File: src/rtl/ballot_gate.sv
// Voter-session gate: conditions the arm and candidate buttons, then forwards
// exactly one debounced candidate press per armed session as a fixed-length one-hot pulse.

module ballot_debounce #(
    parameter int DEBOUNCE_CYCLES = 1000
) (
    input  logic clk,
    input  logic rst,
    input  logic raw,
    output logic level
);
    localparam int CW = $clog2(DEBOUNCE_CYCLES > 1 ? DEBOUNCE_CYCLES : 2);
    localparam logic [CW-1:0] CNT_LAST = CW'(DEBOUNCE_CYCLES - 1);

    logic          s1, s2;
    logic [CW-1:0] cnt;

    always_ff @(posedge clk or negedge rst) begin
        if (!rst) begin
            s1    <= 1'b0;
            s2    <= 1'b0;
            cnt   <= '0;
            level <= 1'b0;
        end else begin
            s1 <= raw;
            s2 <= s1;
            if (s2 == level) begin
                cnt <= '0;
            end else if (cnt == CNT_LAST) begin
                level <= s2;
                cnt   <= '0;
            end else begin
                cnt <= cnt + 1'b1;
            end
        end
    end
endmodule

module ballot_gate #(
    parameter int DEBOUNCE_CYCLES = 1000,
    parameter int TIMEOUT_CYCLES  = 100000,
    parameter int PULSE_CYCLES    = 16
) (
    input  logic       clk,
    input  logic       rst,
    input  logic       mode,
    input  logic       arm_raw,
    input  logic [3:0] btn_raw,
    output logic [3:0] btn_out,
    output logic       booth_ready,
    output logic       vote_done,
    output logic       reject,
    output logic [2:0] state
);
    localparam int NUM_LANES = 5;
    localparam int TW = $clog2(TIMEOUT_CYCLES > 1 ? TIMEOUT_CYCLES : 2);
    localparam int PW = $clog2(PULSE_CYCLES > 1 ? PULSE_CYCLES : 2);
    localparam logic [TW-1:0] T_LAST = TW'(TIMEOUT_CYCLES - 1);
    localparam logic [PW-1:0] P_LAST = PW'(PULSE_CYCLES - 1);

    localparam logic [2:0] IDLE     = 3'd0;
    localparam logic [2:0] ARMED    = 3'd1;
    localparam logic [2:0] EMIT     = 3'd2;
    localparam logic [2:0] HOLD     = 3'd3;
    localparam logic [2:0] REJ_WAIT = 3'd4;

    logic [NUM_LANES-1:0] raw_all, db, db_q, rise;

    assign raw_all = {arm_raw, btn_raw};

    // Lane 4 is the officer arm button, lanes 3..0 the candidates.
    for (genvar i = 0; i < NUM_LANES; i++) begin : g_lane
        ballot_debounce #(.DEBOUNCE_CYCLES(DEBOUNCE_CYCLES)) u_db (
            .clk   (clk),
            .rst   (rst),
            .raw   (raw_all[i]),
            .level (db[i])
        );
    end

    always_ff @(posedge clk or negedge rst) begin
        if (!rst) db_q <= '0;
        else      db_q <= db;
    end

    assign rise = db & ~db_q;

    logic [3:0]    cand_db;
    logic          cand_one;
    logic [TW-1:0] tcnt, tcnt_nxt;
    logic [PW-1:0] pcnt, pcnt_nxt;
    logic [2:0]    state_nxt;
    logic [3:0]    btn_nxt;
    logic          rej_nxt, done_nxt;

    assign cand_db  = db[3:0];
    assign cand_one = (cand_db != 4'd0) && ((cand_db & (cand_db - 4'd1)) == 4'd0);

    always_comb begin
        state_nxt = state;
        tcnt_nxt  = tcnt;
        pcnt_nxt  = pcnt;
        btn_nxt   = btn_out;
        rej_nxt   = 1'b0;
        done_nxt  = 1'b0;
        case (state)
            IDLE: begin
                if (rise[4] && !mode) begin
                    state_nxt = ARMED;
                    tcnt_nxt  = '0;
                end
            end
            ARMED: begin
                if (mode) begin
                    state_nxt = IDLE;
                end else if (rise[3:0] != 4'd0) begin
                    if (cand_one) begin
                        btn_nxt   = cand_db;
                        pcnt_nxt  = '0;
                        state_nxt = EMIT;
                    end else begin
                        rej_nxt   = 1'b1;
                        state_nxt = REJ_WAIT;
                    end
                end else if (tcnt == T_LAST) begin
                    rej_nxt   = 1'b1;
                    state_nxt = IDLE;
                end else begin
                    tcnt_nxt = tcnt + 1'b1;
                end
            end
            // mode is deliberately not looked at here so an accepted vote completes.
            EMIT: begin
                if (pcnt == P_LAST) begin
                    btn_nxt   = 4'd0;
                    done_nxt  = 1'b1;
                    state_nxt = HOLD;
                end else begin
                    pcnt_nxt = pcnt + 1'b1;
                end
            end
            HOLD: begin
                if (cand_db == 4'd0) state_nxt = IDLE;
            end
            REJ_WAIT: begin
                if (mode) begin
                    state_nxt = IDLE;
                end else if (cand_db == 4'd0) begin
                    state_nxt = ARMED;
                    tcnt_nxt  = '0;
                end
            end
            default: begin
                state_nxt = IDLE;
                btn_nxt   = 4'd0;
            end
        endcase
    end

    always_ff @(posedge clk or negedge rst) begin
        if (!rst) begin
            state       <= IDLE;
            tcnt        <= '0;
            pcnt        <= '0;
            btn_out     <= 4'd0;
            booth_ready <= 1'b0;
            vote_done   <= 1'b0;
            reject      <= 1'b0;
        end else begin
            state       <= state_nxt;
            tcnt        <= tcnt_nxt;
            pcnt        <= pcnt_nxt;
            btn_out     <= btn_nxt;
            booth_ready <= (state_nxt == ARMED);
            vote_done   <= done_nxt;
            reject      <= rej_nxt;
        end
    end
endmodule

File: config.mk
export PLATFORM = sky130hd
export DESIGN_NAME = ballot_gate
export DESIGN_NICKNAME = d
export VERILOG_FILES = /design/src/rtl/ballot_gate.sv
export SDC_FILE = /design/constraint.sdc
export NUM_CORES = 1
export LEC_CHECK = 0
export CAP_MARGIN = 20
export CORE_MARGIN = 5
export CORE_UTILIZATION = 55
export DETAILED_ROUTE_END_ITERATION = 8
export HOLD_SLACK_MARGIN = 0.08
export PLACE_DENSITY = 0.71
export RECOVER_POWER = 50
export SETUP_SLACK_MARGIN = 0.02
export SLEW_MARGIN = 20
export SYNTH_ARGS = -nofsm -noshare
export SYNTH_HDL_FRONTEND = slang
export SYNTH_SLANG_ARGS = --single-unit
File: constraint.sdc
create_clock -name clk -period 4.55 [get_ports clk]
set_input_delay 1.365 -clock clk [delete_from_list [all_inputs] [get_ports clk]]
set_output_delay 1.365 -clock clk [all_outputs]
set_load 0.005 [all_outputs]
==> summary.txt, run 1 <==
Cells and area
  • Post-route insts no fill: 561
  • Multi-input gate area: 0.00192 mm^2
  • Share of cells above drive strength 1: 0.0658
  • Final #Nets: 467
  • Antenna cells: 0
  • Fill cell count: 666
  • Layout area overhead: 9.74%
  • Core Util, Final: 0.614
  • Flip-flop and latch area: 0.00253 mm^2

Pwr
  • Peak supply drop: 0.000208 V
  • Pwr Total: 1490 uW
  • Pwr dens: 299 mW/mm^2
  • Leak Pwr: 0.00221 uW

Synth
  • XOR/XNOR Fraction of Synth Area: 0.108
  • Compound-Gate Fraction of Synth Area: 0.0506
  • Post-synth EDFFs: 0
  • Cell taking the most area after synthesis: dfrtp_1
  • Top cell type's share of synthesized area: 0.556
  • Post-Syn Area: 0.00455 mm^2
  • Largest family of logic cells by synthesized area: simple AND/OR/NAND/NOR gates
  • Cells after Synth: 431
  • Adder-cell share of the synthesized area: 0.0193
  • Sequential cell area fraction in the yosys report: 0.556
  • Syn_nets: 446
  • Mux contribution to synthesized area: 0.0146
  • Avg Cell Area, Syn: 10.6 um^2
  • Main flop type after synthesis: dfrtp_1
  • Synth unique cells: 46
  • Fraction of registers with async set/reset: 1.00
  • Yosys warnings: 0
  • Post-Synth Simple-Gate Area: 0.230
  • Synth top area cells: dfrtp_1 (56%), nor2_1 (6.2%), xnor2_1 (6.0%), xor2_1 (4.8%), nand2_1 (2.4%)
  • Seq cells post-synth: 101
  • Count leader, synth: dfrtp_1
  • Top post-synthesis cells by count: dfrtp_1 (101), nor2_1 (75), xnor2_1 (31), nand2_1 (29), xor2_1 (25)

Setup path
  • Stages on the worst setup path: 6
  • Required time of the critical path: 4.82 ns
  • Startpoint class of the critical path: primary input
  • Slowest cell on the critical path: or4b_1
  • CP endpoint kind: flop
  • Cell family with most CP delay: simple AND/OR/NAND/NOR gates
  • CP max stage delay: 0.65 ns
  • Type of the worst setup path: in2reg
  • Reg2Reg Depth: 5
  • Worst Path Buf+Inv: 1
  • CP max FO: 11
  • CP arrival: 3.73 ns
  • Crit-path cells: clkdlybuf4s50_1 > or4b_1 > o31ai_4 > o211ai_2 > or3_1 > a21oi_1

Hold path
  • Hold path depth: 0
  • Min-delay worst type: reg2reg

Floorplan
  • Initial Utilization: 0.559
  • Die H: 101 um
  • Row cnt: 33
  • Core footprint: 0.00813 mm^2
  • # IOs: 18
  • Die area: 0.0102 mm^2
  • Chip Width: 101 um

Clocking
  • Root Driver: clkbuf_8
  • CTS buffer count: 9
  • Clock transition at the registers of the reported paths: 0.08 ns
  • CTS tree: done
  • H-tree depth: 3
  • Buffers inserted by post-CTS timing repair: 0
  • Clock Latency Late Sink: 0.35 ns
  • CTS Hold Buffers Added: 0
  • Total clock sinks: 101
  • Post-cts resize count: 0
  • Max clock buf depth: 2

Timing
  • Slew margin rel.: -0.365
  • Slew @ Worst Pin: 2.05 ns
  • RSZ-0062 raised after global routing: no
  • Final hold violation count: 0
  • Final slew viol count: 40
  • Minimum clock period: 3.45 ns
  • Post-route setup slack: 1.10 ns
  • Final Cycle Share: 0.759
  • Final setup violation count: 0
  • Peak Freq: 0.290 GHz
  • Worst Skew: 0.00945 ns
  • Setup TNS: 0 ns

Global route
  • Grt peak-use layer: met2
  • First-pass GRT wire length: 13500 um
  • GRT met2 Usage: 0.257
  • Total GRT Usage: 0.166
  • Largest net degree at the start of global routing: 40
  • M1 GR Usage: 0.231
  • Met3 Usage GRT: 0.0415
  • Vias in the first global route: 2969
  • Grt total ovfl: 0
  • Initial antenna violation count: 0

Detailed routing
  • Final wirelength: 7560 um
  • Post-DRT Antenna Nets: 0
  • TritonRoute pass-1 iters: 4
  • Drt wl/cell: 13.5 um
  • DRC violations left: 0
  • Vias per cell: 5.39
  • Initial DRC count: 76
  • Vias: 3023

Placement
  • Dpl hpwl: 5280 um
  • Pre-CTS WS: 0.748 ns
  • IO Port Bufs: 17
  • Placed cell count: 546
  • GPL Wtd Cong: 0.795

Run status
  • Failing checks: capacitance limit, slew limit
  • Outcome: finished, violations left

Job
  • MaxCap Viol Count: 1
-- sequential cells by signal (all words and copies together), names as in the netlist --
signal / flops
db_q: 5
g_lane.u_db.cnt: 50
vote_done: 1
reject: 1
state: 3
tcnt: 17
btn_out: 4
pcnt: 4
g_lane.u_db.s1: 5
g_lane.u_db.s2: 5
booth_ready: 1
g_lane.u_db.level: 5
-- stage by stage --
stage	cell area (um^2)	hold WS, ns
floorplan	4550	0.331
global placement	4820	0.334
detailed placement	4820	0.336
CTS	4990	0.356
global route	4990	0.363
finish	4990	0.352
-- cell type report --
class                      instances  area share
timing repair buffer              19      0.0358
clock inverter                     4     0.00476
multi-input combinational        306       0.385
tap                              105      0.0263
sequential                       101       0.506
clock buffer                      11      0.0303
inverter                          15      0.0113
-- cells by family after synthesis --
family / after synthesis
and+or+nand+nor: 203
DFF: 101
xor gates and xnor gates: 56
AOI/OAI and AO/OA: 34
buffers and inverters: 24
adders and majority gates: 7
muxes: 6
-- layout by cell type (no fill, tap or decap), drive strengths merged, types with 7 or more instances in the layout --
master / Yosys / layout
nand4: 14 / 14
nand2: 29 / 29
nor2: 75 / 75
o21ai: 9 / 9
dfrtp: 101 / 101
a21oi: 12 / 12
or3: 8 / 8
clkbuf: 7 / 12
xnor2: 31 / 31
clkdlybuf4s50: 0 / 11
and3: 11 / 11
nor3: 13 / 13
xor2: 25 / 25
ha: 7 / 7
nand3: 18 / 18
inv: 15 / 15
-- report_power, final --
part	switching [uW]	internal, uW
clock network	288	224
logic	35.4	19.1
registers	12.9	914
-- metal layers --
| layer | routed length [um] | share of wire | vias to the layer above |
|---|---|---|---|
| met5 | 0 | 0 | - |
| met4 | 76 | 0.010 | 0 |
| met3 | 228 | 0.030 | 6 |
| met2 | 3480 | 0.46 | 30 |
| met1 | 3770 | 0.50 | 1472 |
| li1 | - | - | 1515 |
-- worst paths after layout --
check                                  start           endpoint  slack (ns)
max in group asynchronous                rst  g_lane[1].u_db.s1        1.62
max                                     mode           tcnt[11]        1.10
max reg2reg                         state[0]           tcnt[11]        2.01
min reg2reg                g_lane[1].u_db.s1  g_lane[1].u_db.s2        0.35
min in group asynchronous                rst           tcnt[12]        1.58
min                        g_lane[1].u_db.s1  g_lane[1].u_db.s2        0.35
No activity file was read; power rests on OpenSTA's default activity.
==> inputs of run 2 (changes only) <==
--- a/config.mk
+++ b/config.mk
@@ -7,10 +7,10 @@
 export LEC_CHECK = 0
 export CAP_MARGIN = 20
 export CORE_MARGIN = 5
-export CORE_UTILIZATION = 55
+export CORE_UTILIZATION = 54
 export DETAILED_ROUTE_END_ITERATION = 8
 export HOLD_SLACK_MARGIN = 0.08
-export PLACE_DENSITY = 0.71
+export PLACE_DENSITY = 0.73
 export RECOVER_POWER = 50
 export SETUP_SLACK_MARGIN = 0.02
 export SLEW_MARGIN = 20
==> constraint.sdc (replaced) <==
create_clock -name clk -period 3.1 [get_ports clk]
set_input_delay 0.93 -clock clk [delete_from_list [all_inputs] [get_ports clk]]
set_output_delay 0.93 -clock clk [all_outputs]
set_load 0.005 [all_outputs]
==> run 2 against run 1 <==
Effect of this change:
- the flow now finishes without violations
- cell count up 0.71%
- sequential power up 47%
- setup slack worse by 0.77 ns
- core utilization is 0.75 points higher
- cell area rose by 2.3%
- first-iteration DRC count increased by 26%
- non-clock buffer count is 4 higher
- register-to-register slack lost 1.3 ns
- via count is 3.0% higher
- clock power grew 95%
- highest routed layer unchanged
==> summary.txt, run 2 (synthesis gave the netlist of run 1 again) <==
Setup path
  • Type of the worst setup path: in2reg
  • CP max FO: 6
  • Slowest cell on the critical path: or4b_1
  • CP arrival: 3.00 ns
  • Cell family with most CP delay: simple AND/OR/NAND/NOR gates
  • R2R Setup Slk: 0.72 ns
  • Crit-path cells: clkdlybuf4s50_1 > or4b_1 > or3_2 > nor3_1 > xnor2_1 > nor2_1
  • CP max stage delay: 0.64 ns
  • CP endpoint kind: flop
  • Required time of the critical path: 3.33 ns
  • Worst Path Buf+Inv: 1
  • Startpoint class of the critical path: primary input

Detailed routing
  • Final wirelength: 7730 um
  • TritonRoute pass-1 iters: 4
  • Initial DRC count: 96
  • Vias per cell: 5.51
  • Post-DRT Antenna Nets: 0
  • Drt wl/cell: 13.7 um
  • DRC violations left: 0
  • Vias: 3114

Clocking
  • CTS Hold Buffers Added: 0
  • Clock transition at the registers of the reported paths: 0.09 ns
  • Clock Latency Late Sink: 0.36 ns
  • CTS tree: done
  • H-tree depth: 3
  • Root Driver: clkbuf_8
  • Total clock sinks: 101
  • CTS buffer count: 9
  • Buffers inserted by post-CTS timing repair: 0
  • Post-cts resize count: 0
  • Max clock buf depth: 2

Floorplan
  • Chip Width: 102 um
  • Initial Utilization: 0.554
  • Die H: 102 um
  • # IOs: 18
  • Core footprint: 0.00822 mm^2
  • Row cnt: 33
  • Die area: 0.0104 mm^2

Cells and area
  • Final #Nets: 471
  • Layout area overhead: 12.2%
  • Top flop regs: g_lane.u_db.cnt: 50 flops, tcnt: 17 flops
  • Max reg flops: 50
  • Share of cells above drive strength 1: 0.0783
  • Commonest cells after routing, fill and taps aside: dfrtp_1 (101), nor2_1 (75), xnor2_1 (31), nand2_1 (29), xor2_1 (25)
  • Flip-flop and latch area: 0.00253 mm^2
  • Fill cell count: 672
  • Leading cell type in the layout, fill and taps excluded: dfrtp_1
  • Multi-input gate area: 0.00192 mm^2
  • Core Util, Final: 0.621
  • Biggest register: g_lane.u_db.cnt
  • Antenna cells: 0

Timing
  • Post-route setup slack: 0.327 ns
  • Minimum clock period: 2.77 ns
  • Peak Freq: 0.361 GHz
  • Final Cycle Share: 0.894
  • Final slew viol count: 0
  • Worst Skew: 0.00957 ns
  • RSZ-0062 raised after global routing: no
  • Final hold violation count: 0
  • Slew margin rel.: 0.278
  • Slew @ Worst Pin: 1.08 ns
  • Final setup violation count: 0

Pwr
  • Switch share: 0.211
  • Int Pwr: 1930 uW
  • Peak supply drop: 0.000351 V
  • Leak Pwr: 0.00226 uW
  • Flop pwr share: 0.557
  • Net Sw Power: 516 uW
  • Pwr dens: 479 mW/mm^2
  • Clock power frac: 0.410
  • Pwr Total: 2440 uW
  • Combinational share of power: 0.034

Hold path
  • Min-delay worst type: reg2reg

Global route
  • First-pass GRT wire length: 13900 um
  • Vias in the first global route: 2981
  • Total GRT Usage: 0.168
  • Largest net degree at the start of global routing: 61
  • Grt total ovfl: 0
  • Initial antenna violation count: 0

Placement
  • Pre-CTS WS: -0.0345 ns
  • IO Port Bufs: 17
  • GPL Wtd Cong: 0.814
  • Dpl hpwl: 5390 um

Run status
  • Outcome: finished clean

Job
  • MaxCap Viol Count: 0
[run 2: cell type report]
cell class                      instances  area share
Inverter                               15      0.0110
Multi-Input combinational cell        306       0.377
Clock inverter                          5      0.0208
Timing Repair Buffer                   23      0.0436
Clock buffer                           10      0.0270
Sequential cell                       101       0.495
Tap cell                              105      0.0257
[run 2: worst reg2reg max path, delay by kind of cell (launching register included)]
kind / cells / cell delay, ns
AND/OR/NAND/NOR: 4 / 1.49
flip-flops: 1 / 0.60
XOR/XNOR: 1 / 0.16
[run 2: path summary, 6_finish.rpt]
check | start | endpoint | depth (start not counted)
min in group asynchronous | rst | tcnt[3] | 1
worst min-delay path | g_lane[3].u_db.s1 | g_lane[3].u_db.s2 | 0
worst max-delay path | mode | tcnt[8] | 6
worst max register to register | state[0] | tcnt[8] | 5
max in group asynchronous | rst | g_lane[3].u_db.cnt[3] | 2
worst min register to register | g_lane[3].u_db.s1 | g_lane[3].u_db.s2 | 0
[run 2: layer usage]
| layer | up-vias | GRT usage | share of wire |
|---|---|---|---|
| met5 | - | 0 | 0 |
| met4 | 0 | 0.0419 | 0.011 |
| met3 | 8 | 0.0468 | 0.040 |
| met2 | 50 | 0.264 | 0.47 |
| met1 | 1527 | 0.233 | 0.48 |
| li1 | 1529 | - | - |
[run 2: metrics by stage]
step	hold WS (ns)	cells	instance area, um^2	TNS, ns
2_1_floorplan	0.331	431	4550	0
3_5_place_dp	0.336	550	4860	-0.0345
5_1_grt	0.371	565	5100	0
4_1_cts	0.357	565	5110	0
6_report	0.355	565	5100	0
3_3_place_gp	0.334	550	4860	0
[run 2: power groups by stage]
stage	Clock (uW)	Combinational [uW]	Sequential, uW
floorplan	0	38.7	1380
global placement	0	83.9	1390
detailed placement	0	86.6	1390
CTS	1030	87.3	1360
global route	1080	97.7	1370
finish	1000	82.1	1360
